===== src/rtl/dma_seq_pkg.sv =====
// Shared defaults and helpers for the round-robin DMA sequencer.
// Optional high-priority class is enabled with DMA_SEQ_PRIO_EN.
package dma_seq_pkg;

   localparam int DEVNUM_DEF = 4;
   localparam int AW_DEF     = 22;
   localparam int DW_DEF     = 8;
   localparam int BCNT_W     = 8;

   // Index width for a one-hot vector of v entries, never less than 1.
   function automatic int clog2(input int v);
      int r;
      r = 1;
      for (int i = 1; i < 31; i++) begin
         if ((1 << i) < v) r = i + 1;
      end
      return r;
   endfunction

endpackage


===== src/rtl/rr_pick.sv =====
// Combinational one-hot picker: fixed priority from index 0 when prev is zero,
// otherwise rotating upward from prev+1 with prev itself considered last.
module rr_pick
   import dma_seq_pkg::*;
#(
   parameter int N = DEVNUM_DEF
) (
   input  logic [N-1:0] reqs,
   input  logic [N-1:0] prev,
   output logic [N-1:0] next
);

   localparam int IW = clog2(N);

   logic [IW-1:0] p;
   logic          found;
   int            j;

   always_comb begin
      next  = '0;
      found = 1'b0;
      p     = '0;
      j     = 0;
      for (int i = 0; i < N; i++) begin
         if (prev[i]) p = IW'(i);
      end
      if (prev == '0) begin
         for (int i = 0; i < N; i++) begin
            if (reqs[i] && !found) begin
               next[i] = 1'b1;
               found   = 1'b1;
            end
         end
      end else begin
         for (int k = 1; k <= N; k++) begin
            j = (int'(p) + k) % N;
            if (reqs[j] && !found) begin
               next[j] = 1'b1;
               found   = 1'b1;
            end
         end
      end
   end

endmodule


===== src/rtl/dma_seq_rr.sv =====
// N-channel DMA sequencer: round-robin grants with a per-grant burst allowance,
// muxing channel requests onto one controller port. Option: DMA_SEQ_PRIO_EN.
module dma_seq_rr
   import dma_seq_pkg::*;
#(
   parameter int DEVNUM = DEVNUM_DEF,
   parameter int AW     = AW_DEF,
   parameter int DW     = DW_DEF,
   parameter int BURST  = 1
) (
   input  logic                 clk,
   input  logic                 rst_n,
`ifdef DMA_SEQ_PRIO_EN
   input  logic [DEVNUM-1:0]    prio,
`endif
   input  logic [DEVNUM-1:0]    reqs,
   input  logic [DEVNUM*AW-1:0] addrs,
   input  logic [DEVNUM-1:0]    rnws,
   input  logic [DEVNUM*DW-1:0] wds,
   output logic [DEVNUM-1:0]    acks,
   output logic [DEVNUM-1:0]    ends,
   output logic                 dma_req,
   output logic [AW-1:0]        dma_addr,
   output logic                 dma_rnw,
   output logic [DW-1:0]        dma_wd,
   input  logic                 dma_ack,
   input  logic                 dma_end
);

   localparam logic [BCNT_W-1:0] BMAX = BCNT_W'(BURST - 1);

   logic                busy;
   logic [DEVNUM-1:0]   grant;
   logic [DEVNUM-1:0]   owner;
   logic [BCNT_W-1:0]   bcnt;
   logic [DEVNUM-1:0]   pick;
   logic                arb_ev;
   logic                keep;
   logic                rnw_sel;

`ifdef DMA_SEQ_PRIO_EN
   logic [DEVNUM-1:0] req_hi, req_lo, pick_hi, pick_lo;

   assign req_hi = reqs & prio;
   assign req_lo = reqs & ~prio;

   rr_pick #(.N(DEVNUM)) u_pick_hi (.reqs(req_hi), .prev(grant), .next(pick_hi));
   rr_pick #(.N(DEVNUM)) u_pick_lo (.reqs(req_lo), .prev(grant), .next(pick_lo));

   assign pick = (|req_hi) ? pick_hi : pick_lo;
`else
   rr_pick #(.N(DEVNUM)) u_pick (.reqs(reqs), .prev(grant), .next(pick));
`endif

   assign arb_ev = !busy || dma_ack;
   // bcnt never passes BMAX, so inequality is the same as "below the limit".
   assign keep   = (|(grant & reqs)) && (bcnt != BMAX);

   always_comb begin
      dma_addr = '0;
      dma_wd   = '0;
      rnw_sel  = 1'b0;
      for (int i = 0; i < DEVNUM; i++) begin
         dma_addr = dma_addr | (addrs[i*AW +: AW] & {AW{grant[i]}});
         dma_wd   = dma_wd   | (wds[i*DW +: DW]   & {DW{grant[i]}});
         rnw_sel  = rnw_sel  | (rnws[i] & grant[i]);
      end
      dma_req = |(grant & reqs);
      dma_rnw = (grant == '0) | rnw_sel;
   end

   assign acks = grant & {DEVNUM{dma_ack}};
   assign ends = owner & {DEVNUM{dma_end}};

   always_ff @(posedge clk) begin
      if (!rst_n) begin
         busy  <= 1'b0;
         grant <= '0;
         owner <= '0;
         bcnt  <= '0;
      end else begin
         busy <= busy ? dma_req : (|reqs);
         if (dma_ack) owner <= grant;
         if (arb_ev) begin
            if (keep) begin
               bcnt <= bcnt + BCNT_W'(1);
            end else begin
               grant <= pick;
               bcnt  <= '0;
            end
         end else if (busy && !dma_req) begin
            // Grantee abandoned its request: go idle so the next pick is a fresh idle start.
            grant <= '0;
         end
      end
   end

endmodule


===== config.mk =====
export PLATFORM = sky130hd
export DESIGN_NAME = dma_seq_rr
export DESIGN_NICKNAME = d
export VERILOG_FILES = /design/src/rtl/dma_seq_pkg.sv /design/src/rtl/rr_pick.sv /design/src/rtl/dma_seq_rr.sv
export SDC_FILE = /design/constraint.sdc
export NUM_CORES = 1
export LEC_CHECK = 0
export CORE_MARGIN = 2
export CORE_UTILIZATION = 46
export CTS_BUF_LIST = sky130_fd_sc_hd__clkbuf_2 sky130_fd_sc_hd__clkbuf_4 sky130_fd_sc_hd__clkbuf_8
export DETAILED_ROUTE_END_ITERATION = 10
export DONT_BUFFER_PORTS = 1
export GPL_ROUTABILITY_DRIVEN = 0
export PLACE_DENSITY = 0.58
export SYNTH_ARGS = -nofsm -noshare
export SYNTH_HDL_FRONTEND = slang
export SYNTH_HIERARCHICAL = 1
export SYNTH_SLANG_ARGS = --single-unit

===== constraint.sdc =====
create_clock -name clk -period 5.95 [get_ports clk]
set_clock_uncertainty 0.2 [all_clocks]
set_input_delay 0.8925 -clock clk [delete_from_list [all_inputs] [get_ports clk]]
set_output_delay 0.8925 -clock clk [all_outputs]
set_load 0.01 [all_outputs]

==> Word-level counts from Yosys, hierarchy flattened <==
Index checks and enable logic that the tools add are counted.
{ "totals": {"ff_bits": 17, "in_bits": 132, "output_inout_bits": 40, "wordCells": 132} }
{ "op_classes": {"addsub": 5, "order_cmp": 8, "n_eq_ne": 1, "mux": 51, "bitwise_logic": 32, "n_reduce_logical": 31} }
{ "ops": {"columns": ["op", "count"], "rows": [
  ["AND 22 bit", 4],
  ["bitwise OR 22 bit", 3],
  ["two-way mux 4 bit", 11],
  ["AND 8 bit", 4],
  ["two-way mux 1 bit", 29],
  ["bitwise OR 8 bit", 3],
  ["less-than comparator 3 x 4 -> 1 bit, second input constant", 4],
  ["AND 4 bit", 3],
  ["greater-or-equal comparator 3 x 1 -> 1 bit, second input constant", 4],
  ["logical AND 1 bit", 12],
  ["bitwise OR 4 bit", 3],
  ["adder 8 x 1 -> 8 bit, second input constant", 1],
  ["binary-select mux 1 bit (select 2 bit)", 4],
  ["demux 1 bit (select 2 bit)", 4],
  ["logical NOT 1 bit", 8],
  ["two-way mux 8 bit", 1],
  ["nonzero test 8 bit", 1],
  ["OR reduction 2 bit", 4],
  ["OR reduction 4 bit", 2],
  ["adder 2 x 1 -> 2 bit, second input constant", 2],
  ["adder 2 bit, second input constant", 2],
  ["AND 1 bit", 4],
  ["AND 1 bit, first input constant", 4],
  ["logical NOT 4 bit", 1],
  ["6 further kinds", 10]
]} }

==> Logic depth before layout (Yosys ltp) <==
Gate-level depths: netlist (run 1).
{ "logic_depth": {"word_depth": 25, "depth_mapped": 11, "ltp_nobuf": 10} }

==> Modules after synthesis <==
Netlist (run 1), hierarchy kept.
{ "modules_own_cells": {"columns": ["module", "n_inst", "cells_per_inst", "area_each_um2", "seq_area_each_um2"], "rows": [
  ["dma_seq_rr", 1, 203, 1556.5, 340.3],
  ["rr_pick", 1, 60, 445.4, 0.0]
]} }

==> Least setup slack after synthesis (run 1) <==
No wires, ideal clock.
{ "synth_timing": {"path_type": "register -> register", "startpoint": "register grant[3]", "endpoint": "register grant[0]", "setup_ns": 0.121, "arrival_time_ns": 2.569, "t_required_ns": 5.629, "path_slack_ns": 3.060, "path_stages_with_launch": 12, "n_path_buf": 1, "period_less_slack_ns": 2.890, "path_cell_list": "dfxtp_1 buf_2 nor2_1 inv_1 ha_1 mux2_4 or3_4 and2_4 a221oi_1 a21oi_1 nand2_1 o22ai_1"} }
{ "synth_between": {"elab_chain_len": 21, "word_cells_on_any_way": 79, "cone_classes": "add/sub (4); order compare (8); eq/ne (1); mux (37); bitwise (8); reduce/logical (21)"} }
{ "synth_lines": {"columns": ["item", "line", "rtl"], "rows": [
  ["start, declared", "dma_seq_rr.sv:33", "logic [DEVNUM-1:0] grant;"],
  ["start signal, assigned", "dma_seq_rr.sv:88", "grant <= pick;"],
  ["two-way mux 2 bit", "rr_pick.sv:25", "if (prev[i]) p = IW'(i);"],
  ["adder 2 x 1 -> 2 bit", "rr_pick.sv:36", "j = (int'(p) + k) % N;"],
  ["OR reduction 2 bit (no source line) or binary-select mux 1 bit (select 2 bit) (tied branches)", null, null],
  ["AND 1 bit (no source line) or two-way mux 1 bit (tied branches)", null, null],
  ["less-than comparator 3 x 4 -> 1 bit (not written as such) (tied with other cells)", "rr_pick.sv:38", "next[j] = 1'b1;"],
  ["logical AND 1 bit (not written as such) or two-way mux 1 bit (tied branches)", "rr_pick.sv:38, rr_pick.sv:37", null],
  ["two-way mux 1 bit (on tied branches)", "rr_pick.sv:38, rr_pick.sv:27", null],
  ["demux 1 bit (select 2 bit) or logical NOT 1 bit (tied branches)", null, null],
  ["(+6 left out)", null, null],
  ["two-way mux 4 bit or two-way mux 1 bit (tied branches)", "rr_pick.sv:37, rr_pick.sv:27", null],
  ["two-way mux 4 bit or logical NOT 1 bit (tied branches)", "rr_pick.sv:27, rr_pick.sv:37", null],
  ["bitwise OR 4 bit (no source line) or logical AND 1 bit (tied branches)", null, null],
  ["two-way mux 4 bit", "rr_pick.sv:37", "if (reqs[j] && !found) begin"],
  ["two-way mux 4 bit (*)", "rr_pick.sv:27", "if (prev == '0) begin"],
  ["named net pick[0]", "dma_seq_rr.sv:36", "logic [DEVNUM-1:0] pick;"],
  ["two-way mux 4 bit (*)", "dma_seq_rr.sv:85", "if (keep) begin"],
  ["two-way mux 4 bit (*)", "dma_seq_rr.sv:84", "if (arb_ev) begin"]
]} }
The timed path passes the listed nets; every way through them passes the cells marked *. The select of a mux whose other input is x is not followed.
A chain may end at the register's enable or synchronous reset.

==> Final worst setup path (run 1) <==
{ "layout_timing": {"startpoint": "register grant[1]", "endpoint": "register grant[1]"} }
{ "layout_between": {"elab_chain_len": 23, "word_cells_on_any_way": 81, "cone_classes": "add/sub (4); order compare (8); eq/ne (1); mux (39); bitwise (8); reduce/logical (21)"} }
{ "layout_lines": {"columns": ["item", "line"], "rows": [
  ["two-way mux 1 bit", "rr_pick.sv:25"],
  ["two-way mux 2 bit (2 in a row)", "rr_pick.sv:25"],
  ["adder 2 x 1 -> 2 bit", "rr_pick.sv:36"],
  ["OR reduction 2 bit (no source line) or binary-select mux 1 bit (select 2 bit) (tied branches)", null],
  ["AND 1 bit (no source line) or two-way mux 1 bit (tied branches)", null],
  ["less-than comparator 3 x 4 -> 1 bit (not written as such) (tied with other cells)", "rr_pick.sv:38"],
  ["logical AND 1 bit (not written as such) or two-way mux 1 bit (tied branches)", "rr_pick.sv:38, rr_pick.sv:37"],
  ["two-way mux 1 bit (on tied branches)", "rr_pick.sv:38, rr_pick.sv:27"],
  ["(+7 left out)", null],
  ["two-way mux 4 bit or two-way mux 1 bit (tied branches)", "rr_pick.sv:37, rr_pick.sv:27"],
  ["two-way mux 4 bit or logical NOT 1 bit (tied branches)", "rr_pick.sv:27, rr_pick.sv:37"],
  ["bitwise OR 4 bit (no source line) or logical AND 1 bit (tied branches)", null],
  ["two-way mux 4 bit", "rr_pick.sv:37"],
  ["two-way mux 4 bit (*)", "rr_pick.sv:27"],
  ["named net pick[1]", "dma_seq_rr.sv:36"],
  ["two-way mux 4 bit (*)", "dma_seq_rr.sv:85"],
  ["two-way mux 4 bit (*)", "dma_seq_rr.sv:84"]
]} }
Marked as above.

==> results of run 1 <==
-- power by group --
group,switching [mW],leakage (nW),internal [mW]
clock,0.0387,0.0262,0.0520
combinational,0.523,0.644,0.290
sequential,0.0112,0.138,0.131
-- worst max path at each step --
stage	startpoint	end	slack (ns)	cells past startpoint
finish	grant[1]	grant[1]	2.66	11
global route	grant[1]	grant[1]	2.44	11
CTS	grant[1]	grant[1]	2.67	11
detailed placement	grant[1]	grant[1]	2.69	11
global placement	grant[1]	grant[1]	2.77	11
floorplan	grant[3]	grant[0]	3.06	11
-- synth_stat cells, drive strengths merged, types with 4 or more instances --
cell     n  area, um^2
a22oi   69         523
a221oi   4        35.0
and2     9        58.8
a21oi   11        58.8
clkbuf  10        57.6
dfxtp   17         340
nor2    14        52.6
buf      9        71.3
ha      10         125
nand4    4        25.0
nand2   48         180
nor2b    5        38.8
inv      5        18.8
o21a     4        30.0
and2b    4        30.0
xor2     4        35.0
o22ai    5        31.3
-- cell families (layout without fill, tap and decap cells) --
kind of cell	Yosys count	after routing	share of synthesized area, %
buf+inv	24	13	7.37
mux	3	3	1.75
simple gates	103	103	28.1
flops	17	17	17.0
compound gates	99	99	36.4
fa+ha+maj	10	10	6.25
xor+xnor	7	7	3.06
-- layout make-up --
class | count | area (um^2) | share of cell area [%]
multi-input combinational | 222 | 1510 | 75.2
inverter | 5 | 18.8 | 0.932
timing repair buffer | 4 | 30.0 | 1.49
sequential | 17 | 340 | 16.9
clock buffer | 4 | 48.8 | 2.42
tap | 50 | 62.6 | 3.11
-- registers in the layout (all words and copies together), names as in the netlist --
signal	count
bcnt	8
owner	4
busy	1
grant	4
-- metrics by stage --
stage | power (mW) | worst slack [ns] | instances | area (um^2) | hold slack (ns)
finish | 1.05 | 2.66 | 302 | 2010 | 0.309
global route | 1.14 | 2.44 | 302 | 2010 | 0.337
CTS | 1.04 | 2.67 | 302 | 2010 | 0.310
detailed placement | 0.950 | 2.69 | 298 | 1970 | 0.303
global placement | 0.950 | 2.77 | 298 | 1970 | 0.303
floorplan | 0.851 | 3.06 | 263 | 2000 | 0.274
-- layer usage --
| metal | GRT usage [%] | vias up | routed length, um |
|---|---|---|---|
| li1 | - | 973 | - |
| met1 | 33.2 | 976 | 2700 |
| met2 | 37.6 | 98 | 2960 |
| met3 | 3.75 | 4 | 384 |
| met4 | 2.35 | 0 | 27 |
| met5 | 0 | - | 0 |
-- worst reg2reg max path, stage by stage (launching register included) --
cell	delay, ns
dfxtp_1	0.31
buf_4	0.37
nor2b_1	0.36
nor2_1	0.16
ha_1	0.46
mux2_4	0.33
or3_4	0.34
and2_4	0.18
a221oi_1	0.26
a21oi_1	0.10
nand2_1	0.07
o22ai_1	0.06
==> flow_summary.toml, run 1 <==
[global_routing]
first_global_vias = 1817
grt_max_degree = 45
antenna_found_initial = 0
overflow = 0
grt_usage_pct = 23.1
grt_pass1_wl_um = 9340

[routing]
drtPass1Iterations = 4
drt-total-wl_um = 6060
drtIter0Drc = 125
drc = 0
via_per_inst = 6.79
wl_per_cell_um = 20.1
antenna_left = 0
dr_total_vias = 2051

[setup_path]
ff2ff_path_depth = 11
reg2reg_setup_slack_ns = 2.66
path_max_fanout = 41
slowest_delay_ns = 0.46
crit_family = "simple AND/OR/NAND/NOR gates"
r2r_start = "grant[1]"
required_ns = 5.89
cp.arrival_ns = 3.23
crit_path_cell_trace = "buf_4 > nor2b_1 > nor2_1 > ha_1 > mux2_4 > or3_4 > and2_4 > a221oi_1 > a21oi_1 > nand2_1 > o22ai_1"
end_kind = "flip-flop"
crit_buf_inv = 1
timing.rr.end = "grant[1]"
path_class = "flip-flop to flip-flop"
start_kind = "flip-flop"
slowest_stage = "ha_1"

[placement]
port_buffers = 0
dp_hpwl_um = 4640

[synthesis]
netlist_area_um2 = 2000
syn_inst = 263
ys_ff_latch = 17
ys_warn_count = 6
yosysSeqAreaShare_pct = 17.0
syn_nets = 405
synth_cell_types = 48
ys_async_sr_fraction_pct = 0
synth_edf_count = 0
ys.flop_type = "dfxtp_1"
syn_avg_cell_area_um2 = 7.61

[clock_network]
ctsResizeCount = 0
cts_tree = "done"
cts-htree-levels = 1
cts.clk_slew.worst_paths_ns = 0.07
clkLatencyLatePin_ns = 0.25
cts.path.max_buffers = 2
clock_sinks = 17
cts_hold_buf = 0
postCtsSetupRepairBufs = 0
cts_root_buffer = "clkbuf_8"
cts_buffers = 3

[finish]
area_growth_pct = 0.625
n_fill_cell = 385
layout-drive-gt1-share_pct = 8.33
num_antenna_cells = 0
final_common_cell = "a22oi_1"
fin_util_pct = 49.3
final_cell_mix = "a22oi_1 (68), nand2_1 (48), dfxtp_1 (17), nor2_1 (14)"
fin_nets = 395

[timing]
finalHoldViolations = 0
tns_ns = 0
rsz0062_at_grt = "no"
drv_slew = 0
fin_crit_ns = 3.29
setup_viol = 0
tightest_slew_ns = 0.663
slew_headroom_pct = 55.6
fin_crit_sh_pct = 55.3
clock.fmax_mhz = 304

[outcome]
status = "complete, no violations"

[floorplanning]
die-width_um = 70.0
start_util_pct = 49.0
die_y_um = 70.0
num_io_pins = 172
rows = 23
die_area_um2 = 4900
core_um2 = 4090

[hold_path]
hp-class = "flip-flop to flip-flop"
hp-start = "bcnt[1]"
min_path_cells = 2
hold_end = "bcnt[1]"

[power]
p_leak_nw = 0.809
power.density_nw_per_um2 = 519
irDropWorstVdd_v = 0.000238

[flow_run]
maxCapViolCount = 0
No activity file was read; power rests on OpenSTA's default activity.
==> inputs of run 2 (changes only) <==
- clock period: 5.95 -> 3.25 ns (I/O delays scaled with it)
==> run 2 against run 1 <==
Net effect:
- routed wire length shrank 0.54%
- clock power up 78%
- core utilization grew 0.37 points
- via count decreased by 1.2%
- critical endpoint is now grant[2]
- critical path depth did not move
- cell count increased by 0.66%
- combinational power up 80%
- die area stayed put
- final area is 0.75% higher
- clock-buffer cell count decreased by 1
- setup slack worse by 2.3 ns
- non-clock buffer count grew 2
==> flow_summary.toml, run 2 (synthesized netlist as in run 1, its figures left out) <==
[outcome]
status = "complete, no violations"

[power]
switchingPower_mw = 1.06
switching_share_pct = 54.6
p_int_uw = 878
clockPowerShare_pct = 8.3
power.density_nw_per_um2 = 953
seq_power_share_pct = 16.0
irDropWorstVdd_v = 0.000342
total_power_mw = 1.93
comb_power_share_pct = 75.7
p_leak_nw = 0.813

[setup_path]
ff2ff_path_depth = 11
required_ns = 3.19
path_class = "flip-flop to flip-flop"
crit_path_cell_trace = "nor2b_1 > nor2_1 > buf_4 > ha_1 > mux2_4 > or3_4 > and2_4 > a221oi_1 > a21oi_1 > nand2_1 > o22ai_1"
start_kind = "flip-flop"
r2r_start = "grant[1]"
crit_start = "grant[1]"
slowest_delay_ns = 0.39
path_max_fanout = 6
slowest_stage = "ha_1"
crit_buf_inv = 1
timing.rr.end = "grant[2]"
reg2reg_setup_slack_ns = 0.33
end_kind = "flip-flop"
crit_family = "simple AND/OR/NAND/NOR gates"
cp.arrival_ns = 2.85
endpoint = "grant[2]"
cp.depth = 11

[clock_network]
postCtsSetupRepairBufs = 0
cts_buffers = 3
clkLatencyLatePin_ns = 0.25
cts_hold_buf = 0
cts_root_buffer = "clkbuf_8"
clock_sinks = 17
cts.clk_slew.worst_paths_ns = 0.07
cts_tree = "done"
cts-htree-levels = 1
cts.path.max_buffers = 2
ctsResizeCount = 0

[floorplanning]
num_io_pins = 172
die_area_um2 = 4900
die_y_um = 70.0
start_util_pct = 49.0
die-width_um = 70.0
rows = 23
core_um2 = 4090

[routing]
antenna_left = 0
drt-total-wl_um = 6030
drtPass1Iterations = 5
wl_per_cell_um = 19.8
via_per_inst = 6.66
dr_total_vias = 2026
drtIter0Drc = 141
drc = 0

[timing]
fin_ws_ns = 0.333
finalHoldViolations = 0
setup_viol = 0
slew_headroom_pct = 17.9
fin_crit_ns = 2.92
holdWs_ns = 0.149
fin_crit_sh_pct = 89.7
clock.fmax_mhz = 343
tightest_slew_ns = 1.23
drv_slew = 0
rsz0062_at_grt = "no"
tns_ns = 0

[placement]
place_worst_setup_slack_ns = 0.363
port_buffers = 0
post_dp_cell_area_um2 = 1980
dp_hpwl_um = 4760

[global_routing]
first_global_vias = 1885
grt_pass1_wl_um = 9430
overflow = 0
antenna_found_initial = 0
grt_usage_pct = 23.2
grt_max_degree = 41

[finish]
final_cell_mix = "a22oi_1 (68), nand2_1 (48), dfxtp_1 (17), nor2_1 (14)"
num_antenna_cells = 0
top_regs = "bcnt: 8 flops, grant: 4 flops, owner: 4 flops"
area_growth_pct = 1.38
final_common_cell = "a22oi_1"
fin_nets = 397
layout-drive-gt1-share_pct = 9.06
n_fill_cell = 418
largest-register = "bcnt"
multi_input_area_um2 = 1510
final_cell_area_um2 = 2030
largest_reg_flops = 8
regArea_um2 = 340

[hold_path]
hp-class = "primary input to flip-flop"

[flow_run]
maxCapViolCount = 0
[run 2: changes by cell type in the layout (fill, tap and decap cells not counted), sizes merged]
cell / before / now
buf: 4 / 6
clkbuf: 4 / 3
clkinvlp: 0 / 1
[run 2: worst register-to-register path, cell delays in order, from the launching register on]
cell      delay, ns
dfxtp_1        0.32
nor2b_1        0.31
nor2_1         0.08
buf_4          0.16
ha_1           0.39
mux2_4         0.32
or3_4          0.34
and2_4         0.18
a221oi_1       0.27
a21oi_1        0.11
nand2_1        0.07
o22ai_1        0.06
[run 2: power groups by stage]
stage | registers [mW] | logic, mW | clock network (mW)
finish | 0.309 | 1.46 | 0.161
detailed placement | 0.314 | 1.46 | 0
global placement | 0.313 | 1.46 | 0
global route | 0.318 | 1.62 | 0.181
CTS | 0.309 | 1.46 | 0.167
floorplan | 0.269 | 1.29 | 0
[run 2: layout make-up]
type                       count  area share, %
clock buffer                   3           2.03
timing repair buffer           6           2.22
multi-input combinational    222           74.6
sequential                    17           16.8
clock inverter                 1          0.370
inverter                       5          0.925
tap                           50           3.08
[run 2: per-layer routing]
metal  track usage (%)  vias up  routed length (um)
li1                  -      976                   -
met1              32.6      945                2630
met2              39.0      101                2970
met3              2.60        4                 368
met4              3.42        0                  61
met5                 0        -                   0
[run 2: how the worst min path moves through the flow]
| stage | from | end | slack, ns | cells past startpoint |
|---|---|---|---|---|
| after global placement | bcnt[1] | bcnt[1] | 0.30 | 2 |
| after detailed placement | bcnt[1] | bcnt[1] | 0.30 | 2 |
| final | rst_n | owner[0] | 0.15 | 1 |
| after global routing | rst_n | owner[0] | 0.15 | 1 |
| after CTS | rst_n | owner[0] | 0.14 | 1 |
| after floorplan | bcnt[1] | bcnt[1] | 0.27 | 2 |
[run 2: stage by stage]
step	util, %	cells
final	49.7	304
after global routing	49.7	304
after detailed placement	48.5	300
after floorplan	-	263
after global placement	48.5	300
after CTS	49.7	304
==> edit (settings of run 2) <==
`DEVNUM_DEF`: 4 -> 3.
--- a/src/rtl/dma_seq_pkg.sv
+++ b/src/rtl/dma_seq_pkg.sv
@@ -2,7 +2,7 @@
 // Optional high-priority class is enabled with DMA_SEQ_PRIO_EN.
 package dma_seq_pkg;
 
-   localparam int DEVNUM_DEF = 4;
+   localparam int DEVNUM_DEF = 3;
    localparam int AW_DEF     = 22;
    localparam int DW_DEF     = 8;
    localparam int BCNT_W     = 8;
Interface: changed (6 resized); port bits go from 172 to 138. The function was not compared with the original's and may differ.
==> edit against run 2 <==
- sequential cell count down 2
- synthesized area down 38%
- power down 77%
- global-route usage about the same
- worst setup slack better by 0.48 ns
- critical path depth down 8
- wire length down 35%
- hold slack worse by 0.032 ns
- design area down 37%
==> edit: results (changes against run 2) <==
Clock tree synthesis selected as its root buffer the cell sky130_fd_sc_hd__clkbuf_4. The global-route wire length before repair is 5.78 mm (-39%). For the layout net count, the log shows 265 (-33%).

The largest registers in the layout are bcnt x8, grant x3, owner x3. The number of port buffers is 0 (unchanged). Pin count of the biggest net entering global routing: 27 (-34%). The peak per-stage delay on the critical path is 0.90 ns (+0.51 ns), and the post-synth net total is 271 (-33%). The run gives 24.0% (+7.0 points) as the sequential-to-total area share from yosys stat. The actual transition at the worst max-transition pin works out to 0.879 ns (-0.350 ns). The data arrival time of the critical path is 1.75 ns (-1.10 ns), and the number of search-and-repair iterations in the first detailed-routing pass is 7 (+2). The worst hold path belongs to the class in2reg. Initial antenna violation count: 0 (unchanged). The run gives 201 (+43%) as the initial DRC count. The most numerous cell in the Yosys netlist is sky130_fd_sc_hd__inv_1. By area the synthesized netlist is led by sky130_fd_sc_hd__a222oi_1 25%, sky130_fd_sc_hd__dfxtp_1 24%, sky130_fd_sc_hd__inv_1 11%.

The share of flip-flops with an asynchronous set or reset is 0% (unchanged). The largest individual stage delay along the critical path comes from the cell sky130_fd_sc_hd__dfxtp_1. The overall routing resource usage is 23.3% (+0.036 points).

The run gives 3.93 mm (-35%) as the total wirelength of the detailed-routed design. The ratio of cells with drive above 1 in the final layout was 6.17% (-2.9 points); the largest fanout on the critical path was 26 (+20). The antenna diode instance count came out at 0 (unchanged). Worst ir drop on vdd: 0.240 mV (-30%). The commonest cells after synthesis are 35 x sky130_fd_sc_hd__inv_1, 31 x sky130_fd_sc_hd__a222oi_1, 15 x sky130_fd_sc_hd__dfxtp_1, 15 x sky130_fd_sc_hd__nand2_1, 12 x sky130_fd_sc_hd__clkbuf_1. The flow ran to the end, and the final reports show no timing, DRC or antenna violations. The logs give 3.13 mm (-34%) for the final HPWL from detailed placement and 1225 (-35%) for the number of global-route vias before repair. The insertion delay to the later sink of the worst-skew pair is 0.28 ns (+0.03 ns), and the total of fill cells in the finished design is 260 (-38%).

For the clock buffer count from CTS, the log shows 3 (unchanged). The tools report the setup fix buffers added after clock tree synthesis as 0 (unchanged). The tools report the distinct cell type count of the synthesized netlist as 33 (-31%). The number of vias per cell came out at 7.03 (+5.4%).

The leakage power came out at 0.608 nW (-25%). The top flip-flop cell by instance count after synthesis is sky130_fd_sc_hd__dfxtp_1.
edit: changes by cell type in the layout (fill, tap and decap cells not counted), sizes merged, moves of 6 or more:
cell / run 2 / this run
nand2: 48 / 15
a21oi: 11 / 4
a222oi: 0 / 31
ha: 10 / 2
inv: 5 / 35
nor2: 14 / 8
a22oi: 69 / 1
edit: kinds of logic after synthesis:
group,after synthesis,share of synthesized area [%]
simple gates,47,19.3
compound gates,50,35.5
flops,15,24.0
fa+ha+maj,2,2.00
buf+inv,49,14.9
xor+xnor,6,4.21
edit: final cells by class:
| class | instances | area (µm²) | area share [%] |
|---|---|---|---|
| multi-input cells | 105 | 762 | 59.4 |
| flip-flops and latches | 15 | 300 | 23.4 |
| well taps | 30 | 37.5 | 2.92 |
| inverters | 35 | 131 | 10.2 |
| clock buffers | 4 | 30.0 | 2.34 |
| repair buffers | 3 | 22.5 | 1.75 |
edit: power breakdown:
| group | total [W] | leakage, nW | switching (W) | internal (W) |
|---|---|---|---|---|
| Clock | 0.000113 | 0.0184 | 0.0000566 | 0.0000560 |
| Combinational | 0.000135 | 0.468 | 0.0000828 | 0.0000519 |
| Sequential | 0.000206 | 0.122 | 0.0000162 | 0.000190 |
| Total | 0.000453 | 0.608 | 0.000156 | 0.000298 |
edit: path summary, 6_finish.rpt:
check | from | to | slack (ns) | cells past startpoint
worst min register to register | busy | busy | 0.28 | 1
worst min-delay path | rst_n | owner[0] | 0.12 | 1
worst max-delay path | grant[2] | dma_addr[18] | 0.81 | 3
worst max register to register | grant[2] | grant[0] | 1.27 | 4
edit: critical path: cells and delay by family (launching register included):
kind / cells / cell delay, ns
flops: 1 / 0.90
buf+inv: 2 / 0.46
compound gates: 1 / 0.10
edit: metrics by stage:
stage                     instance area [µm²]  std cells  worst slack [ns]  power [W]  util, %
after floorplan                          1250        169              1.43   0.000326        -
final                                    1280        192             0.812   0.000453     50.9
after global routing                     1280        192             0.712   0.000483     50.9
after CTS                                1280        192             0.804   0.000459     50.9
after detailed placement                 1250        188              1.12   0.000344     49.7
after global placement                   1250        188              1.19   0.000341     49.7
edit: per-layer routing:
| metal | GRT usage [%] | share of wire, % | vias up |
|---|---|---|---|
| met5 | 0 | 0 | - |
| met4 | 6.12 | 0.84 | 0 |
| met2 | 43.5 | 52 | 114 |
| met3 | 6.51 | 10 | 4 |
| li1 | - | - | 616 |
| met1 | 25.4 | 37 | 615 |
